--- src/rtl/demux_pkg.sv ---
// Shared defaults and slot state encoding for the demux_buf block.
package demux_pkg;

    localparam int DEMUX_WIDTH_DEF = 32;
    localparam int DEMUX_CNT_W_DEF = 16;

    typedef enum logic {
        EMPTY = 1'b0,
        FULL  = 1'b1
    } slot_state_e;

endpackage

--- src/rtl/demux_slot.sv ---
// One-word holding register for a demux_buf output channel.
module demux_slot
    import demux_pkg::*;
#(
    parameter int WIDTH = DEMUX_WIDTH_DEF
) (
    input  logic             clk,
    input  logic             rst_n,
    input  logic             load,
    input  logic             drain,
    input  logic [WIDTH-1:0] data,
    output logic [WIDTH-1:0] q,
    output logic             valid,
    output logic             can_load
);

    slot_state_e      r_state;
    slot_state_e      w_state_nxt;
    logic [WIDTH-1:0] r_q;

    always_ff @(posedge clk) begin
        if (!rst_n) begin
            r_state <= EMPTY;
        end else begin
            r_state <= w_state_nxt;
        end
    end

    always_comb begin
        w_state_nxt = r_state;
        case (r_state)
            EMPTY: if (load) w_state_nxt = FULL;
            FULL:  if (drain && !load) w_state_nxt = EMPTY;
            default: w_state_nxt = EMPTY;
        endcase
    end

    // Data is kept after a drain; only a load replaces it.
    always_ff @(posedge clk) begin
        if (!rst_n) begin
            r_q <= '0;
        end else if (load) begin
            r_q <= data;
        end
    end

    assign q        = r_q;
    assign valid    = (r_state == FULL);
    assign can_load = (r_state == EMPTY) || drain;

endmodule

--- src/rtl/demux_buf.sv ---
// Two-channel registered demultiplexer with one-word slot per channel.
// Optional per-channel delivery counters are enabled by DEMUX_BUF_COUNT_EN.
module demux_buf
    import demux_pkg::*;
#(
    parameter int WIDTH = DEMUX_WIDTH_DEF,
    parameter int CNT_W = DEMUX_CNT_W_DEF
) (
    input  logic             clk,
    input  logic             rst_n,
    input  logic [WIDTH-1:0] d,
    input  logic             sel,
    input  logic             in_valid,
    output logic             in_ready,
    output logic [WIDTH-1:0] qa,
    output logic             qa_valid,
    input  logic             qa_ready,
    output logic [WIDTH-1:0] qb,
    output logic             qb_valid,
    input  logic             qb_ready
`ifdef DEMUX_BUF_COUNT_EN
    ,
    output logic [CNT_W-1:0] cnt_a,
    output logic [CNT_W-1:0] cnt_b
`endif
);

    logic w_can_a;
    logic w_can_b;
    logic w_xfer;
    logic w_load_a;
    logic w_load_b;

    if (CNT_W < 1) begin : g_cnt_w_check
        $error("demux_buf: CNT_W must be at least 1");
    end

    assign in_ready = sel ? w_can_b : w_can_a;
    assign w_xfer   = in_valid && in_ready;
    assign w_load_a = w_xfer && !sel;
    assign w_load_b = w_xfer && sel;

    demux_slot #(.WIDTH(WIDTH)) u_slot_a (
        .clk      (clk),
        .rst_n    (rst_n),
        .load     (w_load_a),
        .drain    (qa_ready),
        .data     (d),
        .q        (qa),
        .valid    (qa_valid),
        .can_load (w_can_a)
    );

    demux_slot #(.WIDTH(WIDTH)) u_slot_b (
        .clk      (clk),
        .rst_n    (rst_n),
        .load     (w_load_b),
        .drain    (qb_ready),
        .data     (d),
        .q        (qb),
        .valid    (qb_valid),
        .can_load (w_can_b)
    );

`ifdef DEMUX_BUF_COUNT_EN
    logic [CNT_W-1:0] r_cnt_a;
    logic [CNT_W-1:0] r_cnt_b;

    // A delivery is a handshake on the output side; counters wrap naturally.
    always_ff @(posedge clk) begin
        if (!rst_n) begin
            r_cnt_a <= '0;
            r_cnt_b <= '0;
        end else begin
            if (qa_valid && qa_ready) r_cnt_a <= r_cnt_a + CNT_W'(1);
            if (qb_valid && qb_ready) r_cnt_b <= r_cnt_b + CNT_W'(1);
        end
    end

    assign cnt_a = r_cnt_a;
    assign cnt_b = r_cnt_b;
`endif

endmodule

--- config.mk ---
export PLATFORM = sky130hd
export DESIGN_NAME = demux_buf
export DESIGN_NICKNAME = d
export VERILOG_FILES = /design/src/rtl/demux_pkg.sv /design/src/rtl/demux_slot.sv /design/src/rtl/demux_buf.sv
export SDC_FILE = /design/constraint.sdc
export NUM_CORES = 1
export LEC_CHECK = 0
export ABC_AREA = 0
export CORE_UTILIZATION = 60
export DETAILED_ROUTE_END_ITERATION = 7
export DONT_BUFFER_PORTS = 1
export PLACE_DENSITY_LB_ADDON = 0.25
export SETUP_SLACK_MARGIN = 0.1
export SLEW_MARGIN = 20
export SYNTH_ARGS = -nofsm -noshare
export SYNTH_HDL_FRONTEND = slang
export SYNTH_HIERARCHICAL = 1
export SYNTH_SLANG_ARGS = --single-unit
--- constraint.sdc ---
create_clock -name clk -period 1.3 [get_ports clk]
set_input_delay 0 -clock clk [delete_from_list [all_inputs] [get_ports clk]]
set_output_delay 0 -clock clk [all_outputs]
set_load 0.01 [all_outputs]
==> impl_metrics.toml <==
[critical_path]
r2r-start = "u_slot_a/valid"
crit_arrival_ns = 1.52
critical_path_class = "flip-flop to flip-flop"
ff2ff_setup_slack_ns = -0.008
rr_worst_depth = 5
endpoint_kind = "flip-flop"
required_ns = 1.51
cp_max_fo = 18
startpoint_type = "flip-flop"
timing.rr.end = "u_slot_a/q[14]"

[final_layout]
antennaDiodeCount = 0
finalNetCount = 296
final_cell_mix = "nor2b_1, dfxtp_1, mux2i_1"
drive_gt1_share_pct = 12.6
syn2layout_area_growth_pct = 24.5
final_util_pct = 79.1
layoutNonFillerInstCount = 312
finalInstanceArea_um2 = 3230

[die]
fp-row-count = 23
start_util_pct = 63.5
die_y_um = 67.8
num_io_pins = 105
core-area_um2 = 4090
fp.dieW_um = 67.8
dieArea_um2 = 4590

[timing]
setup_viol = 3
grt_setup_unrepaired = "yes"
tightest_slew_ns = 0.183
worst_hold_slack_ns = 0.0214
finalMaxSlewViolations = 0
finalSetupTns_ns = -0.0107
final.setup.worst_slack_ns = -0.00786
hold_violations = 0
worst_clock_skew_ns = 0.00858
min_period_ns = 1.31
fin_crit_sh_pct = 101
slew_headroom_pct = 87.4
max_freq_mhz = 765

[placed_design]
place_area_um2 = 2590
routabilityCongestion = 0.658
dp_cells = 259
place_hpwl_um = 3160
portBuffers = 0

[logic_synthesis]
synth_nets = 255
synth_xor_area_share_pct = 0
synth-simple-area-share_pct = 16.6
synth_top_family_by_area = "multiplexers"
synthAdderAreaFrac_pct = 0
ys.warnings.count = 6
synthMuxAreaShare_pct = 25.3
synth_seq_area_share_pct = 50.9
synth.avg_cell_area_um2 = 12.0
ys_seq_elements = 66
syn_inst = 217
ys_types = 12
syn-cell-area_um2 = 2590
synth_compound_area_share_pct = 0.579

[power]
p_int_mw = 3.43
combPwrFrac_pct = 10.6
clkPwrFrac_pct = 39.2
powerDensity_nw_per_um2 = 1380
switching_share_pct = 23.2
share_seq_of_total_power_pct = 50.2
irDropWorstVdd_mv = 0.988
p_sw_mw = 1.04
p_leak_nw = 1.21

[clock_tree]
cts.sinks = 66
cts.path.max_buffers = 2
htree_levels = 3
cts_root_buf = "clkbuf_8"
cts_tree = "yes"
clk_latency_ns = 0.33
cts_buffers = 9
path_clk_slew_ns = 0.07

[route]
wire_per_inst_um = 17.8
postRouteAntennaNets = 0
routed-via-count = 1652
vias_per_cell = 5.29
drt_wl_total_um = 5550
drc = 0
drtIter0Drc = 66
first_pass_iters = 4

[worst_hold_path]
hold_end = "u_slot_b/q[16]"
holdPathStages = 2
hold_class = "input port to flip-flop"
hold_start = "rst_n"

[run]
max_cap_viol_count = 0

[global_route]
met3_usage_pct = 7.60
antenna_found_initial = 0
grt_use_total_pct = 22.3
grt_use_met1_pct = 22.6
grt_max_degree = 67
gr-usage-met2_pct = 39.0
grt_pass1_wl_um = 7290
overflow = 0
grt_pass1_vias = 1648
busiest_layer = "met2"

[status]
violations = "setup timing"
outcome = "finished, violations left"
==> cell type report <==
cell class	instances	area [µm²]
Sequential cell	66	1320
Multi-Input combinational cell	135	1120
Fill cell	248	856
Timing Repair Buffer	44	513
Clock buffer	13	169
Tap cell	50	62.6
Clock inverter	2	35.0
Inverter	2	7.51
==> power groups by stage <==
| stage | clock (mW) | sequential (mW) | combinational (mW) |
|---|---|---|---|
| 2_1_floorplan | 0 | 2.27 | 0.306 |
| 3_3_place_gp | 0 | 2.28 | 0.297 |
| 3_5_place_dp | 0 | 2.28 | 0.314 |
| 4_1_cts | 1.77 | 2.24 | 0.437 |
| 5_1_grt | 1.88 | 2.25 | 0.508 |
| 6_report | 1.75 | 2.24 | 0.475 |
==> registers in the layout (all words and copies together), names as in the netlist <==
name,flops
u_slot_b/q,32
u_slot_b/valid,1
u_slot_a/q,32
u_slot_a/valid,1
==> metal layers <==
| layer | share of wire, % | vias to the layer above | wire [µm] |
|---|---|---|---|
| li1 | - | 797 | - |
| met1 | 38 | 783 | 2120 |
| met2 | 52 | 65 | 2910 |
| met3 | 8.3 | 7 | 460 |
| met4 | 1.1 | 0 | 63 |
| met5 | 0 | - | 0 |
==> per-stage QoR <==
| step | worst slack (ns) | power (mW) |
|---|---|---|
| 3_5_place_dp | 0.0357 | 2.60 |
| 5_1_grt | -0.0507 | 4.64 |
| 3_3_place_gp | 0.113 | 2.58 |
| 6_report | -0.00786 | 4.47 |
| 4_1_cts | 0.0337 | 4.45 |
| 2_1_floorplan | 0.103 | 2.57 |
==> how the worst max path moves through the flow <==
stage / endpoint / cells after the start / start / slack, ns
floorplan: u_slot_b/q[0] / 6 / u_slot_b/valid / 0.10
global route: u_slot_a/q[25] / 5 / u_slot_a/valid / -0.05
global placement: u_slot_a/q[14] / 5 / u_slot_a/valid / 0.11
detailed placement: u_slot_b/q[14] / 5 / u_slot_b/valid / 0.04
finish: u_slot_a/q[14] / 5 / u_slot_a/valid / -0.008
CTS: u_slot_b/q[7] / 5 / u_slot_b/valid / 0.03
==> cells in the mapped netlist (all sizes together) <==
cell type / n / area, µm²
mux2: 1 / 15.0
and3: 1 / 7.51
a21boi: 2 / 15.0
buf: 8 / 143
dfxtp: 66 / 1320
clkbuf: 6 / 22.5
nand2b: 2 / 12.5
nor2b: 64 / 400
and3b: 1 / 10.0
mux2i: 64 / 641
inv: 2 / 7.51
==> cell families (layout without fill, tap and decap cells) <==
logic type             count (synthesis)  count (layout)
AND/OR/NAND/NOR                       68              68
buffers and inverters                 16              61
flip-flops                            66              66
AO/OA/AOI/OAI                          2               2
multiplexers                          65              65
==> repair_timing <==
item                                   in CTS  in global routing
buffers inserted                            0                  1
setup endpoints to repair                  61                 65
hold buffers                               35                  0
gates resized for setup                     1                  6
gates cloned                                0                  2
endpoints found under the hold margin      66                  0
==> worst max-delay path, cell delays in order (launching register included) <==
cell      delay (ns)
dfxtp_2         0.32
nand2b_1        0.11
and3b_2         0.25
buf_12          0.19
mux2i_1         0.23
nor2b_1         0.07
Note: power is estimated with default switching activity, not from simulation.
